**src/rtl/gpio_count_monitor_if.sv**
```systemverilog
// gpio_count_monitor_if: pad sample/enable inputs and result outputs of the GPIO count monitor
interface gpio_count_monitor_if #(parameter int WIDTH = 8);
  logic             enable;
  logic [WIDTH-1:0] gpio_in;
  logic [2:0]       state;
  logic             pass;
  logic             fail;
  logic [1:0]       err_code;
  logic [WIDTH-1:0] last_value;
  logic [15:0]      step_count;
  logic             acc_strobe;
  modport master (output enable, gpio_in,
                  input state, pass, fail, err_code, last_value, step_count, acc_strobe);
  modport slave  (input enable, gpio_in,
                  output state, pass, fail, err_code, last_value, step_count, acc_strobe);
endinterface

```
**src/rtl/gpio_count_monitor.sv**
```systemverilog
// gpio_count_monitor: checks that a synced, debounced GPIO slice counts START_VAL..END_VAL by +1
module gpio_count_monitor #(
  parameter int               WIDTH          = 8,
  parameter logic [WIDTH-1:0] START_VAL      = 8'd0,
  parameter logic [WIDTH-1:0] END_VAL        = 8'd33,
  parameter int               STABLE_CYCLES  = 4,
  parameter int               TIMEOUT_CYCLES = 24000
) (
  input logic clock,
  input logic reset,
  gpio_count_monitor_if.slave bus
);
  localparam int CW = $clog2(STABLE_CYCLES + 1);
  localparam int WW = $clog2(TIMEOUT_CYCLES + 1);
  typedef enum logic [2:0] {IDLE, WAIT_START, TRACK, PASS, FAIL} state_e;
  state_e           state_q, state_d;
  logic [WIDTH-1:0] s1_q, s2_q, cand_q, acc_q, acc_d, last_q, last_d;
  logic [CW-1:0]    cnt_q, cnt_d;
  logic [WW-1:0]    wd_q, wd_d;
  logic [15:0]      step_q, step_d;
  logic [1:0]       err_q, err_d;
  logic             first_q, first_d, strobe_q, accept, expired;
  // first_q forces the pad value present at enable to be accepted even if unchanged
  assign accept  = state_q != IDLE && bus.enable && s2_q == cand_q &&
                   cnt_q >= CW'(STABLE_CYCLES - 1) && (cand_q != acc_q || first_q);
  assign cnt_d   = s2_q != cand_q ? CW'(1) : (cnt_q == CW'(STABLE_CYCLES) ? cnt_q : cnt_q + CW'(1));
  assign acc_d   = accept ? cand_q : acc_q;
  assign first_d = state_q == IDLE ? 1'b1 : (accept ? 1'b0 : first_q);
  assign expired = wd_q == WW'(TIMEOUT_CYCLES);
  always_comb begin
    state_d = state_q;
    last_d  = last_q;
    step_d  = step_q;
    err_d   = err_q;
    wd_d    = wd_q;
    case (state_q)
      IDLE: begin
        state_d = WAIT_START;
        wd_d    = '0;
      end
      WAIT_START: begin
        wd_d = strobe_q ? '0 : wd_q + WW'(1);
        if (strobe_q && acc_q == START_VAL) begin
          state_d = START_VAL == END_VAL ? PASS : TRACK;
          last_d  = START_VAL;
          step_d  = '0;
        end else if (!strobe_q && expired) begin
          state_d = FAIL;
          err_d   = 2'd3;
        end
      end
      TRACK: begin
        wd_d = strobe_q ? '0 : wd_q + WW'(1);
        if (strobe_q && acc_q == last_q + WIDTH'(1)) begin
          last_d  = acc_q;
          step_d  = step_q == 16'hFFFF ? step_q : step_q + 16'd1;
          state_d = acc_q == END_VAL ? PASS : TRACK;
        end else if (strobe_q) begin
          state_d = FAIL;
          err_d   = 2'd1;
        end else if (expired) begin
          state_d = FAIL;
          err_d   = 2'd2;
        end
      end
      default: ;
    endcase
    if (!bus.enable) begin
      state_d = IDLE;
      last_d  = '0;
      step_d  = '0;
      err_d   = '0;
      wd_d    = '0;
    end
  end
  always_ff @(posedge clock or posedge reset) begin
    if (reset) begin
      s1_q     <= '0;
      s2_q     <= '0;
      cand_q   <= '0;
      cnt_q    <= '0;
      acc_q    <= '0;
      first_q  <= 1'b0;
      strobe_q <= 1'b0;
      state_q  <= IDLE;
      last_q   <= '0;
      step_q   <= '0;
      err_q    <= '0;
      wd_q     <= '0;
    end else begin
      s1_q     <= bus.gpio_in;
      s2_q     <= s1_q;
      cand_q   <= s2_q;
      cnt_q    <= cnt_d;
      acc_q    <= acc_d;
      first_q  <= first_d;
      strobe_q <= accept;
      state_q  <= state_d;
      last_q   <= last_d;
      step_q   <= step_d;
      err_q    <= err_d;
      wd_q     <= wd_d;
    end
  end
  assign bus.state      = state_q;
  assign bus.pass       = state_q == PASS;
  assign bus.fail       = state_q == FAIL;
  assign bus.err_code   = err_q;
  assign bus.last_value = last_q;
  assign bus.step_count = step_q;
  assign bus.acc_strobe = strobe_q;
endmodule

```
**src/flat_wrapper.sv**
```systemverilog
// flat-port wrapper written by rule: the top's interface ports become plain ports
module gpio_count_monitor_flat 
#(
  parameter int               WIDTH          = 8,
  parameter logic [WIDTH-1:0] START_VAL      = 8'd0,
  parameter logic [WIDTH-1:0] END_VAL        = 8'd33,
  parameter int               STABLE_CYCLES  = 4,
  parameter int               TIMEOUT_CYCLES = 24000
)
  (clock, reset, bus_enable, bus_gpio_in, bus_state, bus_pass, bus_fail, bus_err_code, bus_last_value, bus_step_count, bus_acc_strobe);
  gpio_count_monitor_if #(.WIDTH(WIDTH)) bus_i ();
  input logic clock;
  input logic reset;
  input wire logic [$bits(bus_i.enable)-1:0] bus_enable;
  input wire logic [$bits(bus_i.gpio_in)-1:0] bus_gpio_in;
  output wire logic [$bits(bus_i.state)-1:0] bus_state;
  output wire logic [$bits(bus_i.pass)-1:0] bus_pass;
  output wire logic [$bits(bus_i.fail)-1:0] bus_fail;
  output wire logic [$bits(bus_i.err_code)-1:0] bus_err_code;
  output wire logic [$bits(bus_i.last_value)-1:0] bus_last_value;
  output wire logic [$bits(bus_i.step_count)-1:0] bus_step_count;
  output wire logic [$bits(bus_i.acc_strobe)-1:0] bus_acc_strobe;
  assign bus_i.enable = bus_enable;
  assign bus_i.gpio_in = bus_gpio_in;
  assign bus_state = bus_i.state;
  assign bus_pass = bus_i.pass;
  assign bus_fail = bus_i.fail;
  assign bus_err_code = bus_i.err_code;
  assign bus_last_value = bus_i.last_value;
  assign bus_step_count = bus_i.step_count;
  assign bus_acc_strobe = bus_i.acc_strobe;
  gpio_count_monitor #(.WIDTH(WIDTH), .START_VAL(START_VAL), .END_VAL(END_VAL), .STABLE_CYCLES(STABLE_CYCLES), .TIMEOUT_CYCLES(TIMEOUT_CYCLES)) u_core (.clock(clock), .reset(reset), .bus(bus_i));
endmodule
```
**config.mk**
```make
export PLATFORM = sky130hd
export DESIGN_NAME = gpio_count_monitor_flat
export DESIGN_NICKNAME = d
export VERILOG_FILES = /design/src/rtl/gpio_count_monitor_if.sv /design/src/rtl/gpio_count_monitor.sv /design/src/flat_wrapper.sv
export SDC_FILE = /design/constraint.sdc
export NUM_CORES = 1
export LEC_CHECK = 0
export BUFFER_PORTS_ARGS = -buffer_cell sky130_fd_sc_hd__buf_4
export CAP_MARGIN = 10
export CORE_ASPECT_RATIO = 2
export CORE_MARGIN = 3
export CORE_UTILIZATION = 40
export DETAILED_ROUTE_END_ITERATION = 7
export HOLD_SLACK_MARGIN = 0.12
export REMOVE_ABC_BUFFERS = 1
export SYNTH_ARGS = -nofsm -noshare
export SYNTH_HDL_FRONTEND = slang
export SYNTH_SLANG_ARGS = --single-unit
```
**constraint.sdc**
```tcl
create_clock -name clock -period 2.4 [get_ports clock]
set_input_delay 0.24 -clock clock [delete_from_list [all_inputs] [get_ports clock]]
set_output_delay 0.24 -clock clock [all_outputs]
set_load 0.01 [all_outputs]
```
==> impl_metrics.tcl, run 1 <==
set metrics [dict create \
    ir_drop_mv 0.4552 \
    r2r-start "u_core.bus.last_value[1]" \
    power_mw 3.461 \
    min_period_over_period_pct 93.04 \
    area_growth_pct 24.67 \
    hold_slack_ps 328.9 \
    grt.total_usage_pct 17.84 \
    fmax_ghz 0.4478 \
    die_area_um2 11290 \
    netlist_instances 395 \
    finalClockSkew_ps 7.129 \
    overflow 0 \
    worstSkewPairLatency_ps 330 \
    drv_cap 0 \
    numCtsBuffers 9 \
    routedWlPerCell_um 15.62 \
    ios 43 \
    grt_max_degree 43 \
    ctsHtreeMaxLevel 3 \
    drc 0 \
    ys_ff_latch 81 \
    setup_ws_ps 167.1 \
    synth-edff-count 0 \
    worstPathRequired_ps 2620 \
    p_per_area_nw_per_um2 695.6 \
    worstPathCellList "ha_2 -> xnor2_1 -> nand3_1 -> nor4_2 -> nand2_2 -> a21o_1 -> a22o_2" \
    crit_fanout 12 \
    start_util_pct 40.88 \
    post-dp-hpwl_um 6858 \
    seq_area_frac_synth_pct 50.78 \
    synthFlopType "dfrtp_1" \
    die_w_um 76.64 \
    synth_cell_types 53 \
    max_stage_delay_ps 410 \
    cts_tree "done" \
    critPathLaunchType "flip-flop" \
    dp_worst_setup_slack_ps 6.289 \
    rows 51 \
    portBuffers 42 \
    drtIter0Drc 148 \
    first_global_vias 3348 \
    coreArea_um2 9763 \
    wl_um 9307 \
    dr.pass1.iters 4 \
    clock-root-buffer "clkbuf_16" \
    insertedDiodeCount 0 \
    status "finished clean" \
    crit_type "reg -> reg" \
    power.leakage_nw 2.204 \
    syn_area_per_cell_um2 10.10 \
    cp_slowest_cell "dfrtp_1" \
    place_congestion 0.8730 \
    crit_path_end_kind "flip-flop" \
    rsz0062_at_grt "no" \
    netlist_area_um2 3991 \
    die_h_um 147.3 \
    clock-sinks 81 \
    cts_max_path_buffers 2 \
    hold_depth 3 \
    setup_viol 0 \
    vias_per_cell 5.386 \
    min_path_type "in -> reg" \
    antenna_found_initial 0 \
    startpoint "u_core.bus.last_value[1]" \
    drtAntennaViolNets 0 \
    via_count 3210 \
    placed_area_um2 4541 \
    tightest_slew_ps 750.0 \
    tns_ps 0 \
    r2r_cells 7 \
    nets 477 \
    final_hold_viol_count 0 \
    drive_above_1_share_pct 22.41 \
    fin_crit_ps 2233 \
    path_clk_slew_ps 70 \
    grt_first_pass_wirelength_um 15990 \
    cp.arrival_ps 2450 \
    async_reset_ff_share_pct 100.0 \
    slew_violations 0 \
    hp-start "bus_enable" \
    yosysWarnings 0 \
    maxSlewHeadroom_pct 49.94 \
    fin_area_um2 4976 \
]
-- per-layer routing --
layer / global-route usage, % / vias to the layer above / routed length [um]
met4: 8.530 / 0 / 238
li1: - / 1551 / -
met3: 3.681 / 16 / 381
met1: 18.90 / 1568 / 3391
met5: 0 / - / 0
met2: 33.11 / 75 / 5296
-- path summary, 6_finish.rpt --
kind	end	slack [ps]
min in group asynchronous	u_core.cnt_q[0]	570
min reg2reg	u_core.s2_q[0]	350
min	u_core.bus.err_code[1]	330
max reg2reg	u_core.bus.last_value[3]	170
max	u_core.bus.last_value[3]	170
max in group asynchronous	u_core.acc_q[3]	1180
-- power breakdown --
part           total, mW  leakage (nW)  switching (mW)  internal [mW]
sequential          1.47          1.06          0.0626           1.41
clock               1.53         0.163           0.597          0.934
combinational      0.458         0.978           0.282          0.176
-- worst max-delay path, delay by kind of cell (launching register included) --
kind	cells	cell delay (ps)
flip-flops	1	410
adder cells (fa/ha/maj)	1	330
XOR/XNOR	1	110
AND/OR/NAND/NOR	3	700
AO/OA/AOI/OAI	2	560
-- cell usage after synthesis (all sizes together), types with 3 or more instances --
| master | count | area share (%) |
|---|---|---|
| a211oi | 3 | 0.56 |
| and3 | 6 | 0.94 |
| and2 | 6 | 0.94 |
| nor4 | 4 | 0.63 |
| inv | 14 | 1.3 |
| clkbuf | 8 | 0.78 |
| mux2 | 9 | 2.5 |
| or4 | 5 | 1.0 |
| nand2b | 8 | 1.3 |
| xor2 | 10 | 2.2 |
| a21o | 6 | 1.1 |
| nor3 | 13 | 1.9 |
| buf | 8 | 1.2 |
| dfrtp | 81 | 51 |
| a41oi | 3 | 0.66 |
| a31oi | 6 | 0.94 |
| o211ai | 5 | 1.1 |
| a22o | 8 | 2.0 |
| nand2 | 35 | 3.3 |
| a21oi | 6 | 0.75 |
| nand4 | 19 | 3.0 |
| o21ai | 34 | 4.3 |
| nand3 | 19 | 2.4 |
| xnor2 | 24 | 5.3 |
| or2 | 3 | 0.47 |
| nor2 | 24 | 2.3 |
| ha | 7 | 2.2 |
-- metrics by stage --
| stage | std cells | utilization [%] |
|---|---|---|
| 6_report | 596 | 50.97 |
| 5_1_grt | 596 | 50.97 |
| 4_1_cts | 596 | 50.85 |
| 3_5_place_dp | 571 | 46.51 |
| 3_3_place_gp | 571 | 46.51 |
| 2_1_floorplan | 379 | - |
-- layout make-up --
type                    count  area [um2]
clock buffers               9       225.2
flip-flops and latches     81        2027
inverters                  14       53.80
fillers                   943        4787
clock inverters             7       106.4
repair buffers             69       553.0
well taps                 132       165.2
multi-input cells         284        1846
-- cell families (layout without fill, tap and decap cells) --
| family | Yosys count | in the layout | synth area share [%] |
|---|---|---|---|
| AO/OA/AOI/OAI | 85 | 85 | 14.17 |
| XOR/XNOR | 34 | 34 | 7.461 |
| adder cells (fa/ha/maj) | 7 | 7 | 2.194 |
| buffers and inverters | 30 | 99 | 3.323 |
| flip-flops | 81 | 81 | 50.78 |
| multiplexers | 10 | 10 | 2.790 |
| AND/OR/NAND/NOR | 148 | 148 | 19.28 |
-- state kept, by name (all words and copies together) (netlist names) --
signal                 flops
u_core.bus.step_count     16
u_core.bus.err_code        2
u_core.cnt_q               3
u_core.wd_q               15
u_core.bus.acc_strobe      1
u_core.bus.last_value      8
u_core.first_q             1
u_core.cand_q              8
u_core.bus.state           3
u_core.s1_q                8
u_core.acc_q               8
u_core.s2_q                8
-- cell usage in the layout, fill, tap and decap left out, types with 2 or more instances in the layout --
master,count
nor4_1,3
a31oi_1,6
a21o_1,6
a21oi_1,6
o21ai_0,29
dlygate4sd3_1,9
o21bai_1,2
or2_2,2
xor2_1,10
bufinv_16,2
nand2_1,34
a41oi_1,3
clkbuf_16,9
a22o_2,8
dfrtp_1,81
or4_1,4
nor2_1,23
o31ai_1,2
and3_1,6
inv_6,4
buf_4,59
nor3_1,12
o22ai_1,2
or3_1,2
o211ai_1,4
mux2_2,9
xnor2_1,24
nand2b_1,8
nand3_1,19
inv_1,13
nand4_1,19
o21ai_1,5
and2_1,5
a211oi_1,3
ha_1,6
-- timing repair --
item,CTS,global route
endpoints found under the hold margin,49,0
setup buffers,0,0
hold buffers,9,0
setup endpoints to repair,8,18
gates resized for setup,1,3
No activity file was read; power rests on OpenSTA's default activity.
==> run 2, diff against run 1 <==
Settings changed: ABC_AREA set to 1.
==> run 2 against run 1 <==
  * Clock-buffer cell count grew 2
  * First-iteration DRC count grew 43%
  * Sequential cell count is the same
  * Wire length grew 12%
  * Via count grew 18%
  * Highest routed layer unchanged
  * Critical path type unchanged
  * Global-route usage grew 0.95 points
  * Critical path depth grew 5
==> impl_metrics.tcl, run 2 <==
set metrics [dict create \
    status "finished clean" \
    cp.arrival_ps 2330 \
    worstPathCellList "ha_1 -> or2_1 -> nand2_1 -> nand2_1 -> nand2_1 -> nand3_1 -> nor2_2 -> nand2_2 -> nand2_4 -> nand3_4 -> nand2_1 -> nand2_1" \
    grt_first_pass_wirelength_um 18010 \
    numCtsBuffers 9 \
    seqPwrFrac_pct 43.7 \
    seqCellArea_um2 2027 \
    place_congestion 0.8668 \
    yosysMostFrequentCell "nand2_1" \
    wl_met2_um 5946 \
    multiInputGateArea_um2 1943 \
    cp_slowest_cell "dfrtp_1" \
    netlist_area_um2 4283 \
    power.leakage_nw 2.407 \
    rr_endpoint "u_core.bus.step_count[12]" \
    crit_fanout 21 \
    vias_per_cell 5.119 \
    wl_met3_um 313 \
    crit_path_end_kind "flip-flop" \
    clkPwrFrac_pct 37.3 \
    largest_reg_flops 16 \
    ctsHtreeMaxLevel 3 \
    hp-start "u_core.s1_q[0]" \
    netlist_instances 536 \
    setup_viol 0 \
    routedWlPerCell_um 14.19 \
    grt.total_usage_pct 18.79 \
    drc 0 \
    min_period_over_period_pct 87.97 \
    min_path_type "reg -> reg" \
    synth_top_area_cell "dfrtp_1" \
    worstSkewPairLatency_ps 330 \
    ys_ff_latch 81 \
    switching_share_pct 30.33 \
    drive_above_1_share_pct 15.75 \
    die_h_um 152.3 \
    p_switching_mw 1.031 \
    maxSlewHeadroom_pct 63.57 \
    area_growth_pct 20.51 \
    cp_common_cell "nand2_1" \
    hold_depth 0 \
    tns_ps 0 \
    p_int_mw 2.367 \
    fin_crit_ps 2111 \
    synth_cell_types 36 \
    slew_violations 0 \
    p_per_area_nw_per_um2 658.3 \
    drt-met1-wl_um 3908 \
    clock-root-buffer "clkbuf_16" \
    dr.pass1.iters 7 \
    cp_top_family "simple AND/OR/NAND/NOR gates" \
    r2r_setup_slack_ps 290 \
    r2r_cells 12 \
    wl_um 10470 \
    r2r-start "u_core.bus.last_value[0]" \
    placed_area_um2 4798 \
    cp_num_cells 12 \
    final_cell_mix "nand2_1 (136), dfrtp_1 (81), nor2_1 (62)" \
    overflow 0 \
    via_count 3778 \
    fmax_ghz 0.4737 \
    async_reset_ff_share_pct 100.0 \
    die_area_um2 12060 \
    hold_path_end "u_core.s2_q[0]" \
    worstPathRequired_ps 2620 \
    synth-edff-count 0 \
    clock-sinks 81 \
    critPathLaunchType "flip-flop" \
    tightest_slew_ps 542.3 \
    antenna_found_initial 0 \
    drtIter0Drc 212 \
    mostFrequentLayoutCell "nand2_1" \
    cts_tree "done" \
    grt_max_degree 82 \
    rows 52 \
    synthTopCellsByArea "dfrtp_1 (47%), nand2_1 (12%), nor2_1 (5.4%), inv_1 (4.9%), nand4_1 (4.7%)" \
    critical_path_buf_inv_count 0 \
    syn_area_per_cell_um2 7.990 \
    drv_cap 0 \
    coreArea_um2 10280 \
    fin_area_um2 5161 \
    post-dp-hpwl_um 7844 \
    synth_top_area_share_pct 47.33 \
    rsz0062_at_grt "no" \
    final_hold_viol_count 0 \
    start_util_pct 41.66 \
    die_w_um 79.17 \
    path_clk_slew_ps 60 \
    cts_resized 0 \
    seq_area_frac_synth_pct 47.33 \
    synthFlopType "dfrtp_1" \
    crit_type "reg -> reg" \
    yosysWarnings 0 \
    route.top_layer_used "met4" \
    cts_hold_repair.buffers 9 \
    cts_setup_buffers 0 \
    nets 617 \
    finalClockSkew_ps 9.067 \
    first_global_vias 3796 \
    ios 43 \
    ir_drop_mv 0.3961 \
    pwr-share-comb_pct 19.0 \
    max_stage_delay_ps 430 \
    insertedDiodeCount 0 \
    drtAntennaViolNets 0 \
    cts_max_path_buffers 2 \
    portBuffers 42 \
    yosys-top-cells-count "nand2_1 (136), dfrtp_1 (81), nor2_1 (62)" \
    fill_cells 1057 \
]
-- run 2: cell count changes in the layout (fill, tap and decap cells not counted), moves of 8 or more --
cell / delta
a21oi_1: +8
a22o_2: -8
inv_1: +42
inv_2: +10
mux2_2: -9
nand2_1: +102
nand2b_1: -8
nand3_1: +12
nand4_1: +13
nor2_1: +39
xnor2_1: -20
-- run 2: final cells by class --
type | count | area share (%)
clock buffer | 11 | 4.703
multi-input combinational | 379 | 37.65
tap | 135 | 3.273
timing repair buffer | 62 | 9.697
sequential | 81 | 39.27
clock inverter | 4 | 0.5818
inverter | 66 | 4.824
-- run 2: how the worst max path moves through the flow --
stage	from	endpoint
6_report	u_core.bus.last_value[0]	u_core.bus.step_count[12]
3_5_place_dp	u_core.bus.last_value[0]	u_core.bus.step_count[12]
5_1_grt	u_core.bus.last_value[0]	u_core.bus.step_count[2]
4_1_cts	u_core.bus.last_value[0]	u_core.bus.step_count[12]
3_3_place_gp	u_core.bus.last_value[0]	u_core.bus.step_count[13]
2_1_floorplan	reset	u_core.acc_q[0]
-- run 2: per-stage QoR --
stage	util [%]	power [mW]	instances	setup slack, ps	hold slack [ps]
2_1_floorplan	-	1.909	526	79.91	271.4
3_3_place_gp	46.68	2.139	714	338.5	332.5
3_5_place_dp	46.68	2.153	714	297.8	334.7
4_1_cts	50.21	3.441	738	276.0	348.7
5_1_grt	50.21	3.602	738	44.91	359.8
6_report	50.21	3.398	738	288.8	346.8
-- run 2: metal layers --
metal / global-route usage (%) / vias to the layer above
met2: 34.43 / 81
met1: 20.98 / 1800
met3: 2.840 / 17
li1: - / 1880
met5: 0 / -
met4: 7.869 / 0
-- run 2: power by group through the flow --
stage	logic [mW]	clock network [mW]	registers, mW
after global routing	0.737	1.37	1.49
final	0.645	1.27	1.48
after floorplan	0.397	0	1.51
after detailed placement	0.644	0	1.51
after global placement	0.629	0	1.51
after CTS	0.656	1.30	1.48
-- run 2: cell families (layout without fill, tap and decap cells) --
kind of cell	after synthesis	count (layout)	synth area share, %
fa+ha+maj	7	7	2.045
buf+inv	76	143	7.303
simple gates	298	298	31.61
flops	81	81	47.33
xor+xnor	20	20	4.090
compound gates	54	54	7.625
-- run 2: worst register-to-register path, cell delays in order, from the launching register on --
cell	delay, ps
dfrtp_1	430
ha_1	240
or2_1	230
nand2_1	60
nand2_1	50
nand2_1	50
nand3_1	70
nor2_2	150
nand2_2	90
nand2_4	200
nand3_4	240
nand2_1	130
nand2_1	60
==> run 3, diff against run 2 <==
Settings changed: CTS_CLUSTER_DIAMETER set to 100, RECOVER_POWER set to 25.
==> run 3 against run 2 <==
  * Critical path depth unchanged
  * Power about the same
  * Setup slack lost 3.2 ps
  * Maximum frequency down 0.15%
  * Wire length about the same
  * Clock skew hardly changed
  * Critical path type unchanged
  * Critical endpoint is now u_core.bus.step_count[4]
  * Largest cell class unchanged
  * Largest power group unchanged
==> impl_metrics.tcl, run 3 (synthesized netlist as in run 2, its figures left out) <==
set metrics [dict create \
    status "finished clean" \
    fill_cells 1059 \
    antenna_found_initial 0 \
    routedWlPerCell_um 14.19 \
    seqPwrFrac_pct 43.7 \
    nets 617 \
    vias_per_cell 5.127 \
    placed_area_um2 4798 \
    drc 0 \
    crit_path_end_kind "flip-flop" \
    cp.arrival_ps 2340 \
    wl_um 10470 \
    cp_common_cell "nand2_1" \
    clock-root-buffer "clkbuf_16" \
    rows 52 \
    dr.pass1.iters 5 \
    drtIter0Drc 213 \
    first_global_vias 3796 \
    min_period_over_period_pct 88.10 \
    cts_resized 0 \
    tns_ps 0 \
    die_h_um 152.3 \
    clock-sinks 81 \
    insertedDiodeCount 0 \
    grt.total_usage_pct 18.79 \
    drv_cap 0 \
    power.leakage_nw 2.397 \
    finalClockSkew_ps 8.735 \
    max_stage_delay_ps 430 \
    fmax_ghz 0.4729 \
    drtAntennaViolNets 0 \
    final_hold_viol_count 0 \
    clkPwrFrac_pct 37.3 \
    p_int_mw 2.364 \
    r2r_setup_slack_ps 290 \
    cp_slowest_cell "dfrtp_1" \
    p_per_area_nw_per_um2 659.3 \
    ios 43 \
    switching_share_pct 30.36 \
    coreArea_um2 10280 \
    cts_setup_buffers 0 \
    grt_first_pass_wirelength_um 18010 \
    setup_viol 0 \
    maxSlewHeadroom_pct 27.24 \
    rsz0062_at_grt "no" \
    numCtsBuffers 9 \
    seqCellArea_um2 2027 \
    worstSkewPairLatency_ps 330 \
    p_switching_mw 1.031 \
    post-dp-hpwl_um 7844 \
    crit_type "reg -> reg" \
    portBuffers 42 \
    die_w_um 79.17 \
    cts_tree "done" \
    worstPathCellList "ha_1 -> or2_1 -> nand2_1 -> nand2_1 -> nand2_1 -> nand3_1 -> nor2_2 -> nand2_2 -> nand2_4 -> nand3_4 -> nand2_1 -> nand2_1" \
    worstPathRequired_ps 2620 \
    cts_max_path_buffers 2 \
    critical_path_buf_inv_count 0 \
    pwr-share-comb_pct 18.9 \
    multiInputGateArea_um2 1943 \
    overflow 0 \
    via_count 3784 \
    mostFrequentLayoutCell "nand2_1" \
    place_congestion 0.8668 \
    critPathLaunchType "flip-flop" \
    fin_crit_ps 2114 \
    final_cell_mix "nand2_1 (136), dfrtp_1 (81), nor2_1 (62)" \
    drive_above_1_share_pct 15.75 \
    tightest_slew_ps 1091 \
    die_area_um2 12060 \
    fin_area_um2 5149 \
    start_util_pct 41.66 \
    cp_top_family "simple AND/OR/NAND/NOR gates" \
    area_growth_pct 20.22 \
    grt_max_degree 82 \
    min_path_type "reg -> reg" \
    ir_drop_mv 0.3954 \
    largest_reg_flops 16 \
    final_core_util_pct 50.09 \
    slew_violations 0 \
    ctsHtreeMaxLevel 3 \
    crit_fanout 21 \
    path_clk_slew_ps 60 \
]
==> run 3: cell count changes in the layout (fill, tap and decap cells not counted) <==
cell / previous run / this run
clkinv_2: 2 / 1
buf_4: 52 / 43
buf_12: 1 / 0
clkbuf_4: 0 / 10
clkinvlp_2: 0 / 1
==> run 3: what timing repair did <==
action / CTS / global route
hold buffers: 9 / 0
setup endpoints to repair: 0 / 0
hold endpoints to repair: 89 / 0
==> run 3: routing by layer <==
metal | part of all wire (%) | vias to the layer above | routed length, um | global-route usage [%]
li1 | - | 1879 | - | -
met1 | 37 | 1801 | 3871 | 20.98
met2 | 57 | 85 | 5945 | 34.43
met3 | 3.2 | 19 | 333 | 2.840
met4 | 3.1 | 0 | 322 | 7.869
met5 | 0 | - | 0 | 0
==> run 3: path summary, 6_finish.rpt <==
kind / start / end / depth (start not counted)
setup / recovery: u_core.bus.last_value[0] / u_core.bus.step_count[4] / 12
hold / removal: u_core.s1_q[0] / u_core.s2_q[0] / 0
min in group asynchronous: reset / u_core.cnt_q[0] / 4
setup reg to reg: u_core.bus.last_value[0] / u_core.bus.step_count[4] / 12
hold reg to reg: u_core.s1_q[0] / u_core.s2_q[0] / 0
max in group asynchronous: reset / u_core.wd_q[0] / 4
==> run 3: worst reg2reg max path: stages (launching register included) <==
cell     delay [ps]
dfrtp_1         430
ha_1            240
or2_1           230
nand2_1          60
nand2_1          50
nand2_1          50
nand3_1          70
nor2_2          150
nand2_2          90
nand2_4         200
nand3_4         240
nand2_1         130
nand2_1          60
==> run 3: layout make-up <==
class / count / share of cell area (%)
inverters: 66 / 4.836
multi-input cells: 379 / 37.74
well taps: 135 / 3.281
repair buffers: 62 / 9.478
flip-flops and latches: 81 / 39.37
clock inverters: 4 / 0.5832
clock buffers: 11 / 4.714
==> run 3: power groups by stage <==
stage / combinational, mW / clock [mW] / sequential (mW)
final: 0.642 / 1.27 / 1.48
after global placement: 0.629 / 0 / 1.51
after detailed placement: 0.644 / 0 / 1.51
after CTS: 0.656 / 1.30 / 1.48
after floorplan: 0.397 / 0 / 1.51
after global routing: 0.733 / 1.37 / 1.49
==> run 3: through the flow <==
| step | worst slack, ps | std cells | power [mW] | hold WS (ps) |
|---|---|---|---|---|
| 5_1_grt | 44.91 | 738 | 3.598 | 359.8 |
| 3_3_place_gp | 338.5 | 714 | 2.139 | 332.5 |
| 2_1_floorplan | 79.91 | 526 | 1.909 | 271.4 |
| 4_1_cts | 276.0 | 738 | 3.441 | 348.7 |
| 3_5_place_dp | 297.8 | 714 | 2.153 | 334.7 |
| 6_report | 285.6 | 738 | 3.394 | 346.8 |
